File: src/rtl/cson_pkg.sv
// Shared fetch-path definitions: fetch FSM state encoding, instruction width, PC step.
package cson_pkg;

  typedef enum logic [1:0] {
    ST_IDLE = 2'd0,
    ST_REQ  = 2'd1,
    ST_HOLD = 2'd2,
    ST_DROP = 2'd3
  } fetch_state_e;

  localparam int INSTR_W = 32;
  localparam int PC_STEP = 4;

endpackage

File: src/rtl/ifetch_ctrl_if.sv
// Fetch-path bus: instruction memory req/ack on one side, IR load and redirect on the other.
interface ifetch_ctrl_if
  import cson_pkg::*;
#(
  parameter int ADDR_W = 32
);
  // imem: req/addr stay stable from the cycle req rises until the cycle ack=1, and the
  // transfer completes in exactly that cycle. IR: head transfers when W_IR_valid & ir_ready.
  logic               imem_req;
  logic [ADDR_W-1:0]  imem_addr;
  logic               imem_ack;
  logic [INSTR_W-1:0] imem_rdata;
  logic [INSTR_W-1:0] I;
  logic [ADDR_W-1:0]  pc;
  logic               W_IR_valid;
  logic               ir_ready;
  logic               redirect;
  logic [ADDR_W-1:0]  redirect_pc;
  logic               busy;

  modport master (
    output imem_req, imem_addr, I, pc, W_IR_valid, busy,
    input  imem_ack, imem_rdata, ir_ready, redirect, redirect_pc
  );

  modport slave (
    input  imem_req, imem_addr, I, pc, W_IR_valid, busy,
    output imem_ack, imem_rdata, ir_ready, redirect, redirect_pc
  );

endinterface

File: src/rtl/ifetch_fifo.sv
// Synchronous FIFO holding {pc, instr} pairs; flush wins over push and pop.
module ifetch_fifo #(
  parameter int DEPTH = 2,
  parameter int W     = 64,
  localparam int AW   = $clog2(DEPTH),
  localparam int CW   = AW + 1
) (
  input  logic          clk,
  input  logic          rst,
  input  logic          push,
  input  logic          pop,
  input  logic          flush,
  input  logic [W-1:0]  din,
  output logic [W-1:0]  dout,
  output logic          full,
  output logic          empty,
  output logic [CW-1:0] count
);

  logic [W-1:0]  mem [DEPTH];
  logic [AW-1:0] wr_ptr;
  logic [AW-1:0] rd_ptr;
  logic          do_push;
  logic          do_pop;

  assign full    = (count == CW'(DEPTH));
  assign empty   = (count == '0);
  assign do_pop  = pop & ~empty;
  assign do_push = push & (~full | do_pop);
  assign dout    = mem[rd_ptr];

  // Storage is cleared on reset so the head reads as zero straight out of reset.
  always_ff @(posedge clk or negedge rst) begin
    if (!rst) begin
      wr_ptr <= '0;
      rd_ptr <= '0;
      count  <= '0;
      for (int i = 0; i < DEPTH; i++) mem[i] <= '0;
    end else if (flush) begin
      wr_ptr <= '0;
      rd_ptr <= '0;
      count  <= '0;
    end else begin
      if (do_push) begin
        mem[wr_ptr] <= din;
        wr_ptr      <= wr_ptr + AW'(1);
      end
      if (do_pop) rd_ptr <= rd_ptr + AW'(1);
      count <= count + CW'(do_push) - CW'(do_pop);
    end
  end

endmodule

File: src/rtl/ifetch_ctrl.sv
// Instruction-fetch sequencer: owns the fetch address, buffers words, flushes on redirect.
// Optional IFETCH_PERF_CNT_EN adds saturating fetch/stall performance counters.
module ifetch_ctrl
  import cson_pkg::*;
#(
  parameter int               ADDR_W     = 32,
  parameter int               FIFO_DEPTH = 2,
  parameter logic [ADDR_W-1:0] RESET_PC  = '0
) (
  input  logic          clk,
  input  logic          rst,
  ifetch_ctrl_if.master bus,
  output fetch_state_e  state_dbg
`ifdef IFETCH_PERF_CNT_EN
  ,
  output logic [31:0]   perf_fetch_cnt,
  output logic [31:0]   perf_stall_cnt
`endif
);

  localparam int CW = $clog2(FIFO_DEPTH) + 1;
  localparam int EW = ADDR_W + INSTR_W;

  fetch_state_e      state;
  logic [ADDR_W-1:0] fa;
  logic [ADDR_W-1:0] drop_addr;
  logic [ADDR_W-1:0] target;
  logic [EW-1:0]     head;
  logic              fifo_full;
  logic              fifo_empty;
  logic [CW-1:0]     fifo_cnt;
  logic [CW-1:0]     next_cnt;
  logic              push;
  logic              pop;
  logic              ack_ok;

  assign target          = {bus.redirect_pc[ADDR_W-1:2], 2'b00};
  assign bus.imem_req    = (state == ST_REQ) || (state == ST_DROP);
  assign bus.busy        = bus.imem_req;
  // In DROP the abandoned request must stay on the bus while fa already holds the target.
  assign bus.imem_addr   = (state == ST_DROP) ? drop_addr : fa;
  assign bus.W_IR_valid  = ~fifo_empty & ~bus.redirect;
  assign bus.I           = head[INSTR_W-1:0];
  assign bus.pc          = head[EW-1:INSTR_W];
  assign ack_ok          = bus.imem_req & bus.imem_ack;
  assign push            = (state == ST_REQ) & bus.imem_ack & ~bus.redirect & ~fifo_full;
  assign pop             = bus.W_IR_valid & bus.ir_ready;
  assign next_cnt        = fifo_cnt + CW'(push) - CW'(pop);
  assign state_dbg       = state;

  ifetch_fifo #(
    .DEPTH (FIFO_DEPTH),
    .W     (EW)
  ) u_fifo (
    .clk   (clk),
    .rst   (rst),
    .push  (push),
    .pop   (pop),
    .flush (bus.redirect),
    .din   ({fa, bus.imem_rdata}),
    .dout  (head),
    .full  (fifo_full),
    .empty (fifo_empty),
    .count (fifo_cnt)
  );

  always_ff @(posedge clk or negedge rst) begin
    if (!rst) begin
      state     <= ST_IDLE;
      fa        <= RESET_PC;
      drop_addr <= '0;
    end else if (bus.redirect) begin
      fa <= target;
      case (state)
        ST_REQ: begin
          if (!bus.imem_ack) begin
            state     <= ST_DROP;
            drop_addr <= fa;
          end
        end
        ST_IDLE, ST_HOLD: state <= ST_REQ;
        default: state <= state;
      endcase
    end else begin
      case (state)
        ST_IDLE: state <= ST_REQ;
        ST_REQ: begin
          if (bus.imem_ack) begin
            fa <= fa + ADDR_W'(PC_STEP);
            if (next_cnt == CW'(FIFO_DEPTH)) state <= ST_HOLD;
          end
        end
        ST_HOLD: if (next_cnt < CW'(FIFO_DEPTH)) state <= ST_REQ;
        ST_DROP: if (bus.imem_ack) state <= ST_REQ;
        default: state <= ST_IDLE;
      endcase
    end
  end

`ifdef IFETCH_PERF_CNT_EN
  always_ff @(posedge clk or negedge rst) begin
    if (!rst) begin
      perf_fetch_cnt <= '0;
      perf_stall_cnt <= '0;
    end else begin
      if (ack_ok && (perf_fetch_cnt != '1)) perf_fetch_cnt <= perf_fetch_cnt + 32'd1;
      if (bus.ir_ready && !bus.W_IR_valid && (perf_stall_cnt != '1))
        perf_stall_cnt <= perf_stall_cnt + 32'd1;
    end
  end
`else
  logic unused_ack_ok;
  assign unused_ack_ok = ack_ok;
`endif

endmodule

File: src/flat_wrapper.sv
// flat-port wrapper written by rule: the top's interface ports become plain ports
module ifetch_ctrl_flat import cson_pkg::*;
#(
  parameter int               ADDR_W     = 32,
  parameter int               FIFO_DEPTH = 2,
  parameter logic [ADDR_W-1:0] RESET_PC  = '0
)
  (clk, rst, state_dbg, bus_imem_req, bus_imem_addr, bus_I, bus_pc, bus_W_IR_valid, bus_busy, bus_imem_ack, bus_imem_rdata, bus_ir_ready, bus_redirect, bus_redirect_pc);
  ifetch_ctrl_if #(.ADDR_W(ADDR_W)) bus_i ();
  input  logic clk;
  input  logic rst;
  output fetch_state_e state_dbg;
  output wire logic [$bits(bus_i.imem_req)-1:0] bus_imem_req;
  output wire logic [$bits(bus_i.imem_addr)-1:0] bus_imem_addr;
  output wire logic [$bits(bus_i.I)-1:0] bus_I;
  output wire logic [$bits(bus_i.pc)-1:0] bus_pc;
  output wire logic [$bits(bus_i.W_IR_valid)-1:0] bus_W_IR_valid;
  output wire logic [$bits(bus_i.busy)-1:0] bus_busy;
  input wire logic [$bits(bus_i.imem_ack)-1:0] bus_imem_ack;
  input wire logic [$bits(bus_i.imem_rdata)-1:0] bus_imem_rdata;
  input wire logic [$bits(bus_i.ir_ready)-1:0] bus_ir_ready;
  input wire logic [$bits(bus_i.redirect)-1:0] bus_redirect;
  input wire logic [$bits(bus_i.redirect_pc)-1:0] bus_redirect_pc;
  assign bus_imem_req = bus_i.imem_req;
  assign bus_imem_addr = bus_i.imem_addr;
  assign bus_I = bus_i.I;
  assign bus_pc = bus_i.pc;
  assign bus_W_IR_valid = bus_i.W_IR_valid;
  assign bus_busy = bus_i.busy;
  assign bus_i.imem_ack = bus_imem_ack;
  assign bus_i.imem_rdata = bus_imem_rdata;
  assign bus_i.ir_ready = bus_ir_ready;
  assign bus_i.redirect = bus_redirect;
  assign bus_i.redirect_pc = bus_redirect_pc;
  ifetch_ctrl #(.ADDR_W(ADDR_W), .FIFO_DEPTH(FIFO_DEPTH), .RESET_PC(RESET_PC)) u_core (.clk(clk), .rst(rst), .bus(bus_i), .state_dbg(state_dbg));
endmodule
File: config.mk
export PLATFORM = sky130hd
export DESIGN_NAME = ifetch_ctrl_flat
export DESIGN_NICKNAME = d
export VERILOG_FILES = /design/src/rtl/cson_pkg.sv /design/src/rtl/ifetch_ctrl_if.sv /design/src/rtl/ifetch_fifo.sv /design/src/rtl/ifetch_ctrl.sv /design/src/flat_wrapper.sv
export SDC_FILE = /design/constraint.sdc
export NUM_CORES = 1
export LEC_CHECK = 0
export ABC_AREA = 1
export CAP_MARGIN = 10
export CORE_MARGIN = 2
export CORE_UTILIZATION = 35
export DETAILED_ROUTE_END_ITERATION = 10
export SETUP_SLACK_MARGIN = 0.5
export SLEW_MARGIN = 20
export SYNTH_ARGS = -nofsm -noshare
export SYNTH_HDL_FRONTEND = slang
export SYNTH_SLANG_ARGS = --single-unit
File: constraint.sdc
create_clock -name clk -period 1.85 [get_ports clk]
set_input_delay 0.2775 -clock clk [delete_from_list [all_inputs] [get_ports clk]]
set_output_delay 0.2775 -clock clk [all_outputs]
set_load 0.05 [all_outputs]
After elaboration in Yosys (flattened, before gate mapping)

Index checks and enable logic that the tools add are counted.
W data, S select, Z words.

Input port bits: 69
Output and inout port bits: 101
Logic and storage cells: 80
Bits in registers: 198

Muxes and demuxes: 23
Bitwise operators: 14
Equality and inequality tests: 11
Add/subtract/negate cells: 7
Reduce and logical (&&, ||, !) cells: 13
Order comparisons: 4

Operators with widths:

| operator                | count |
|---|---|
| $mux W64                | 4 |
| $bwmux W128             | 1 |
| $mux W32                | 4 |
| $demux W64 S1           | 1 |
| $add A32 B3 Y32 const B | 1 |
| $mux W2                 | 7 |
| $ne A3 B3 Y1 const B    | 4 |
| $eq A2 B2 Y1 const B    | 4 |
| $pmux W2 S4             | 1 |
| $reduce_bool A2 Y1      | 4 |
| $and A1 B1 Y1           | 7 |
| $reduce_and A6 Y1       | 1 |
| $add A2 B1 Y2           | 2 |
| $ge A2 B2 Y1 const B    | 2 |
| $logic_not A2 Y1        | 2 |
| $mux W1                 | 4 |
| $not A1 Y1              | 4 |
| $not A1 Y2              | 2 |
| $pmux W2 S2             | 1 |
| $reduce_and A2 Y1       | 2 |
| $sub A2 B1 Y2           | 2 |
| $ne A3 B1 Y1 const B    | 1 |
| $ne A3 B2 Y1 const B    | 1 |
| $reduce_and A3 Y1       | 1 |
| other kinds (8)         | 9 |

Logic depth before layout (Yosys ltp)

Gate-level depths: netlist (run 1).

Depth in word-level cells: 11
Mapped depth: 16
Gate-level depth less buffers: 16

Modules after synthesis

Synthesis (run 1) repeated with hierarchy kept, for this count alone.

Cell total of the unflattened synthesis: 1364
Area, all modules: 10465.0 um^2

Modules (own cells, without submodules):

| module      | area each (um^2) | sequential area each (um^2) | cells each | times used |
|---|---|---|---|---|
| ifetch_fifo | 6675.2           | 3303.2                      | 811        | 1 |
| ifetch_ctrl | 3789.9           | 1551.5                      | 553        | 1 |

Worst setup path before layout (run 1)

Ideal clock, no wire load.

Path kind: input to register
From: input bus_redirect
To: register u_core.state[1], in the netlist u_core.state_dbg[1]
Setup time: 120 ps
Path slack: -913 ps
Arrival: 2644 ps
Data required time: 1730 ps
Stages on the path: 16
Path buffers: 1
Cell sequence: buf_2 a21oi_1 nand2_1 inv_1 ha_1 inv_1 ha_1 inv_1 nand2_1 nand2_1 nand2_1 nand2_1 o21ai_0 nand3_1 nand2_1 nand2_1

Elaborated cells between the ends (all ways): 17
Classes of those cells: add/sub: 2; order compare: 1; eq/ne: 7; mux: 1; bitwise: 5; reduce/logical: 1

RTL lines:

| element                                                       | RTL line                             | text |
|---|---|---|
| from (decl)                                                   | flat_wrapper.sv:22                   | `input wire logic [$bits(bus_i.redirect)-1:0] bus_redirect;` |
| $not A1 Y1 (no source line) (*)                               | n/a                                  |  |
| $and A1 B1 Y1 (*)                                             | ifetch_ctrl.sv:42                    | `assign bus.W_IR_valid = ~fifo_empty & ~bus.redirect;` |
| named net bus_W_IR_valid                                      | flat_wrapper.sv:17                   | `output wire logic [$bits(bus_i.W_IR_valid)-1:0] bus_W_IR_valid;` |
| $and A1 B1 Y1 (*)                                             | ifetch_ctrl.sv:47                    | `assign pop = bus.W_IR_valid & bus.ir_ready;` |
| $sub A2 B1 Y2 (*)                                             | ifetch_ctrl.sv:48                    | `assign next_cnt = fifo_cnt + CW'(push) - CW'(pop);` |
| $lt A2 B2 Y1 or $eq A2 B2 Y1 (tied branches)                  | ifetch_ctrl.sv:93, ifetch_ctrl.sv:90 |  |
| $ne A3 B2 Y1 (no source line) or $ne A3 B3 Y1 (tied branches) | n/a                                  |  |
| $reduce_and A6 Y1 (no source line) (*)                        | n/a                                  |  |
| to (signal assigned)                                          | ifetch_ctrl.sv:82                    | `default: state <= state;` |
| to (decl)                                                     | ifetch_ctrl.sv:24                    | `fetch_state_e state;` |

Mark *: on every way through the listed nets, which the timed path passes. The rest lies on a longest branch.
A chain may end at the register's enable or synchronous reset.

Worst setup path after layout (run 1)

From: register u_core.state[0], in the netlist u_core.state_dbg[0]
To: register u_core.u_fifo.mem[44] (netlist bit)

Cells in the longest elaborated chain, start to end: 6

Ends and longest elaborated chain:

| element                            | RTL line          | text |
|---|---|---|
| $eq A2 B1 Y1                       | ifetch_ctrl.sv:46 | `assign push = (state == ST_REQ) & bus.imem_ack & ~bus.redirect & ~fifo_full;` |
| $and A1 B1 Y1 (3 in a row)         | ifetch_ctrl.sv:46 |  |
| $and A1 B1 Y1                      | ifetch_fifo.sv:29 | `assign do_push = push & (~full \| do_pop);` |
| $reduce_and A2 Y1 (no source line) | n/a               |  |
| to (signal, indexed assignment)    | ifetch_fifo.sv:45 | `mem[wr_ptr] <= din;` |
| to (decl)                          | ifetch_fifo.sv:20 | `logic [W-1:0] mem [DEPTH];` |

Every way passes these cells.

==> results of run 1 <==
==> cells in the mapped netlist, drive strengths merged <==
cell type,count
nand3b,1
ha,5
dfrtp,190
conb,1
nand2,296
o211ai,6
inv,92
buf,33
nand4,6
nor2,96
nor3,2
xor2,6
mux2,62
and3,1
clkbuf,30
a22oi,1
o21ai,175
a21boi,2
or2,1
o22ai,2
xnor2,2
o21bai,2
a221oi,1
a31oi,2
nand3,38
a21oi,36
==> cells by family after synthesis <==
kind of cell             synth area share (%)
AND/OR/NAND/NOR                         19.17
flip-flops                              51.62
multiplexers                            7.579
AO/OA/AOI/OAI                           12.85
adder cells (fa/ha/maj)                0.6792
XOR/XNOR                               0.7607
other                                 0.04071
buffers and inverters                   7.308
==> where the power goes <==
part | internal (W) | switching, W | total, W | leakage [nW]
clock network | 0.00177 | 0.00176 | 0.00352 | 0.262
registers | 0.00584 | 0.00126 | 0.00710 | 2.40
logic | 0.00832 | 0.00993 | 0.0183 | 4.49
total | 0.0159 | 0.0129 | 0.0289 | 7.15
==> how the worst max path moves through the flow <==
stage | to | slack, ps | depth (start not counted)
2_1_floorplan | u_core.state_dbg[1] | -310 | 15
3_3_place_gp | u_core.state_dbg[1] | -420 | 16
3_5_place_dp | u_core.state_dbg[1] | -490 | 15
4_1_cts | bus_pc[12] | -160 | 4
5_1_grt | u_core.u_fifo.mem[44] | -250 | 13
6_report | u_core.u_fifo.mem[44] | -170 | 13
==> per-stage QoR <==
step / hold slack (ps) / instance area, um2 / instances / power [W] / utilization [%]
after global routing: 373.0 / 15350 / 1702 / 0.03020 / 59.08
final: 348.6 / 15350 / 1703 / 0.02888 / 59.09
after CTS: 333.6 / 14280 / 1668 / 0.02750 / 54.97
after floorplan: -18.09 / 10060 / 1092 / 0.01675 / -
after detailed placement: 232.2 / 12360 / 1581 / 0.02179 / 47.56
after global placement: 232.0 / 12360 / 1581 / 0.02160 / 47.56
==> timing repair <==
item                       4_1_cts  5_1_grt
gates cloned                    20       19
hold buffers                     1        0
pin swaps                       13       14
hold endpoints to repair        35        0
setup endpoints to repair      287      287
buffers inserted                34       15
resized for setup              176      205
==> layout make-up <==
class	count	share of cell area, %
Tap cell	335	2.730
Clock buffer	17	2.771
Multi-Input combinational cell	749	32.55
Timing Repair Buffer	304	27.79
Sequential cell	190	31.02
Clock inverter	15	0.8230
Antenna cell	1	0.01630
Inverter	92	2.298
==> state kept, by name, summed over array words and instances (netlist names) <==
register / count
u_core.state_dbg: 2
u_core.u_fifo.rd_ptr: 1
u_core.u_fifo.count: 2
u_core.u_fifo.wr_ptr: 1
u_core.drop_addr: 30
u_core.fa: 30
u_core.u_fifo.mem: 124
==> metal layers <==
| layer | up-vias | part of all wire, % |
|---|---|---|
| met1 | 4228 | 45 |
| met5 | - | 0 |
| met3 | 23 | 4.8 |
| met2 | 270 | 50 |
| li1 | 4072 | - |
| met4 | 0 | 1.0 |
==> impl_metrics.yaml, run 1 <==
final_layout:
  drive_above_1_share_pct: 38.33
  layout_commonest_cell: "nand2_1"
  multi_input_area_um2: 4999
  regArea_um2: 4763
  final_cell_mix: "nand2_1 (243), dfrtp_1 (185), inv_1 (85)"
  fillers: 2194
  syn_to_final_growth_pct: 66.69
  nets: 1428
sta:
  finalHoldViolCount: 0
  grt_setup_unrepaired: "true"
  finalCriticalPeriod_ps: 2017
  fin_crit_sh_pct: 109.0
  skew_ps: 13.78
  slew_viol_final: 0
  setup_viol_count_final: 197
  finalSetupTns_ps: -16980
  worst_slack_ps: -167.3
  max_freq_ghz: 0.4957
global_routing:
  antenna_found_initial: 0
  grt_max_degree: 61
  grt_most_used_layer: "met2"
  gr-total-overflow: 0
  grtUsageMet1_pct: 28.60
  grt_pass1_wl_mm: 45.49
  first_global_vias: 8268
  grt.total_usage_pct: 20.62
  met2_usage_pct: 34.31
  met3_usage_pct: 3.742
worst_setup_path:
  crit_start: "u_core.state_dbg[0]"
  start_kind: "flop"
  cp.arrival_ps: 2310
  crit_chain: "buf_6, nand3_4, nor2_8, buf_4, buf_4, buf_12, buf_4, nand3_4, buf_6, buf_6, clkbuf_16, nand2_1, o21ai_0"
  end_kind: "flop"
  cp_num_buf_inv: 8
  slowest_delay_ps: 400
  path_class: "flop to flop"
  path_max_fanout: 11
  critPathTopFamily: "buffers and inverters"
  r2r_cells: 13
  critical_path_required_ps: 2140
  reg2reg_to: "u_core.u_fifo.mem[44]"
  reg2reg_slack_ps: -170
  r2r-start: "u_core.state_dbg[0]"
  cp_slowest_cell: "dfrtp_2"
floorplanning:
  die_h_um: 166.2
  die_area_um2: 27630
  rows: 59
  boundaryPins: 170
  core_um2: 25980
  die_w_um: 166.2
  start_util_pct: 35.45
synthesis:
  yosys_warnings: 0
  avgSynthCellArea_um2: 8.459
  ys_ff_latch: 190
  synthDistinctLibCells: 36
  ys_top_cells_by_area: "dfrtp_1 (52%), nand2_1 (12%), mux2_2 (7.6%), o21ai_0 (6.8%), nor2_1 (3.9%)"
  synth.top_cell.area_share_pct: 51.62
  ys_seq_area_share_pct: 51.62
  yosysTopAreaCell: "dfrtp_1"
  syn_area_um2: 9211
  syn_inst: 1089
routing:
  avgRoutedWirePerCell_um: 18.09
  drc_errors: 0
  routed_wl_mm: 30.81
  drtPass1Iterations: 5
  ant_nets: 0
  routed_via_density: 5.046
  drt_iter0_drc: 770
  num_vias: 8593
clock_network:
  numCtsBuffers: 17
  clock_latency_ps: 430
  clock_path_buffers: 2
  clkTransAtPathRegs_ps: 80
  clock-sinks: 190
  cts_tree: "yes"
  h-tree-depth: 4
  root_buffer: "clkbuf_16"
placement:
  dpl_worst_slack_ps: -488.0
  io_buffers: 163
  gp_congestion: 0.9227
  dp_hpwl_mm: 18.27
run:
  cap_viol_max_count: 0
power_and_ir_drop:
  ir_drop_mv: 1.063
  power_density_nw_per_um2: 1881
  leakage_nw: 7.152
run_status:
  violations: "setup timing"
  outcome: "complete, but fails checks"
hold_path:
  hold_path_class: "primary input to async pin"
Note: power is estimated with default switching activity, not from simulation.
==> inputs of run 2 (changes only) <==
--- a/config.mk
+++ b/config.mk
@@ -5,9 +5,7 @@
 export SDC_FILE = /design/constraint.sdc
 export NUM_CORES = 1
 export LEC_CHECK = 0
-export ABC_AREA = 1
 export CAP_MARGIN = 10
-export CORE_MARGIN = 2
 export CORE_UTILIZATION = 35
 export DETAILED_ROUTE_END_ITERATION = 10
 export SETUP_SLACK_MARGIN = 0.5
==> run 2 against run 1 <==
  * The run still ends with setup timing left
  * Setup slack got worse by 160 ps
  * Highest routed layer unchanged
  * Synthesized cell count fell by 37%
  * Sequential power fell by 11%
  * Cell count fell by 23%
  * Largest power group unchanged
  * Global-route usage fell by 0.13 points
  * Synthesized area fell by 2.8%
  * Critical endpoint is now u_core.u_fifo.mem[118]
  * Combinational power fell by 42%
==> impl_metrics.yaml, run 2 <==
run_status:
  outcome: "complete, but fails checks"
  violations: "setup timing"
clock_network:
  numCtsBuffers: 17
  clock_path_buffers: 2
  clock_latency_ps: 450
  h-tree-depth: 4
  root_buffer: "clkbuf_16"
  clock-sinks: 190
  clkTransAtPathRegs_ps: 90
  cts_tree: "yes"
sta:
  slew_viol_final: 0
  max_freq_ghz: 0.4589
  setup_viol_count_final: 262
  fin_crit_sh_pct: 117.8
  finalSetupTns_ps: -55690
  skew_ps: 19.74
  finalCriticalPeriod_ps: 2179
  grt_setup_unrepaired: "true"
  worst_slack_ps: -329.2
  finalHoldViolCount: 0
routing:
  avgRoutedWirePerCell_um: 20.43
  num_vias: 6601
  drc_errors: 0
  drt_iter0_drc: 359
  routed_via_density: 5.024
  drtPass1Iterations: 4
  ant_nets: 0
  routed_wl_mm: 26.84
synthesis:
  synthDistinctLibCells: 40
  synth_enable_flop_cells: 0
  yosysMostFrequentCell: "mux2_2"
  ys_top_cells_by_area: "dfrtp_1 (53%), mux2_2 (31%), or4_1 (1.3%), clkbuf_1 (1.3%), a31oi_1 (1.3%)"
  ys_ff_latch: 190
  synth-main-ff-cell: "dfrtp_1"
  syn_area_um2: 8950
  netlist_top_cells_count: "mux2_2 (246), dfrtp_1 (190), clkbuf_1 (31), nor2_1 (26), nand2_1 (20)"
  avgSynthCellArea_um2: 13.07
  async_flop_share_pct: 100.0
  synth.top_cell.area_share_pct: 53.12
  syn_inst: 685
  yosysTopAreaCell: "dfrtp_1"
  ys_seq_area_share_pct: 53.12
  yosys_warnings: 0
worst_setup_path:
  crit_start: "u_core.state_dbg[1]"
  cp_num_buf_inv: 7
  critical_path_required_ps: 2170
  cp_slowest_cell: "dfrtp_2"
  path_class: "flop to flop"
  r2r-start: "u_core.state_dbg[1]"
  cp.arrival_ps: 2500
  end_kind: "flop"
  cpMostUsedCell: "buf_12"
  path_max_fanout: 8
  slowest_delay_ps: 420
  crit_chain: "buf_6, buf_6, and3b_2, nand3_2, buf_6, nor2_4, buf_12, buf_12, buf_12, buf_12, mux2_4"
  start_kind: "flop"
  critPathTopFamily: "buffers and inverters"
floorplanning:
  die_h_um: 161.9
  die_area_um2: 26210
  boundaryPins: 170
  start_util_pct: 35.64
  core_um2: 25110
  rows: 58
  die_w_um: 161.9
final_layout:
  drive_above_1_share_pct: 57.52
  top_regs: "u_core.u_fifo.mem x124, u_core.drop_addr x30, u_core.fa x30"
  finalNonFillerCells: 1314
  nets: 1045
  largest_reg_flops: 124
  final_cell_mix: "mux2_4 (242), dfrtp_1 (187), buf_6 (124)"
  utilization_pct: 59.38
  design_area_um2: 14910
  layout_commonest_cell: "mux2_4"
  max_flop_register: "u_core.u_fifo.mem"
  syn_to_final_growth_pct: 66.59
  num_antenna_cells: 0
power_and_ir_drop:
  ir_drop_mv: 0.8152
  power_density_nw_per_um2: 1386
  leakage_nw: 6.758
global_routing:
  antenna_found_initial: 0
  grt_pass1_wl_mm: 40.67
  first_global_vias: 6840
  grt_max_degree: 47
  gr-total-overflow: 0
  grt.total_usage_pct: 20.48
placement:
  dp_hpwl_mm: 14.68
  gp_congestion: 0.7566
  io_buffers: 163
  dp.cells: 1202
  placed_area_um2: 11640
  dpl_worst_slack_ps: -513.8
hold_path:
  hold_path_class: "primary input to async pin"
run:
  cap_viol_max_count: 0
-- run 2: area by class of cell --
class                           count  area [um2]
Inverter                           12       47.55
Sequential cell                   190        4761
Timing Repair Buffer              320        4098
Clock buffer                       17       425.4
Clock inverter                     15       173.9
Fill cell                        2004       10200
Multi-Input combinational cell    430        4991
Tap cell                          330       412.9
-- run 2: kinds of logic after synthesis --
kind of cell	after synthesis	synth area share, %
AOI/OAI and AO/OA	52	3.607
xor gates and xnor gates	13	1.272
adders and majority gates	5	0.6990
buffers and inverters	68	3.369
DFF	190	53.12
muxes	248	31.18
other	1	0.04190
and+or+nand+nor	108	6.711
-- run 2: worst paths after layout --
kind / endpoint / slack [ps] / cells past startpoint
max: u_core.u_fifo.mem[118] / -330 / 11
min: u_core.drop_addr[17] / 350 / 2
max reg2reg: u_core.u_fifo.mem[118] / -330 / 11
min reg2reg: u_core.u_fifo.mem[127] / 510 / 1
max in group asynchronous: u_core.u_fifo.mem[90] / 870 / 3
min in group clk: u_core.fa[6] / 390 / 3
-- run 2: routing by layer --
metal	global-route usage, %	wire, um	vias up
li1	-	-	3039
met1	27.90	12190	3375
met2	33.28	13350	163
met3	3.166	879	24
met4	6.690	416	0
met5	0	0	-
-- run 2: worst reg2reg max path: cells and delay by family (launching register included) --
kind	cells	cell delay (ps)
flip-flops	1	420
buffers and inverters	7	860
AND/OR/NAND/NOR	3	480
multiplexers	1	300
-- run 2: repair_timing --
item	4_1_cts	5_1_grt
setup buffers	40	13
endpoints found under the hold margin	40	0
setup endpoints to repair	283	287
gates resized for setup	305	84
cloned	23	3
pin swaps	15	22
hold buffers	1	0
-- run 2: metrics by stage --
stage | hold WS [ps] | power [W]
after floorplan | -18.09 | 0.01250
after global placement | 269.5 | 0.01447
after detailed placement | 263.2 | 0.01458
after CTS | 344.7 | 0.02045
after global routing | 373.9 | 0.02155
final | 352.6 | 0.02066
-- run 2: report_power, final --
group	total (W)	switching [W]	internal, W
combinational	0.0106	0.00513	0.00542
sequential	0.00630	0.000788	0.00552
clock	0.00380	0.00186	0.00194
total	0.0207	0.00779	0.0129
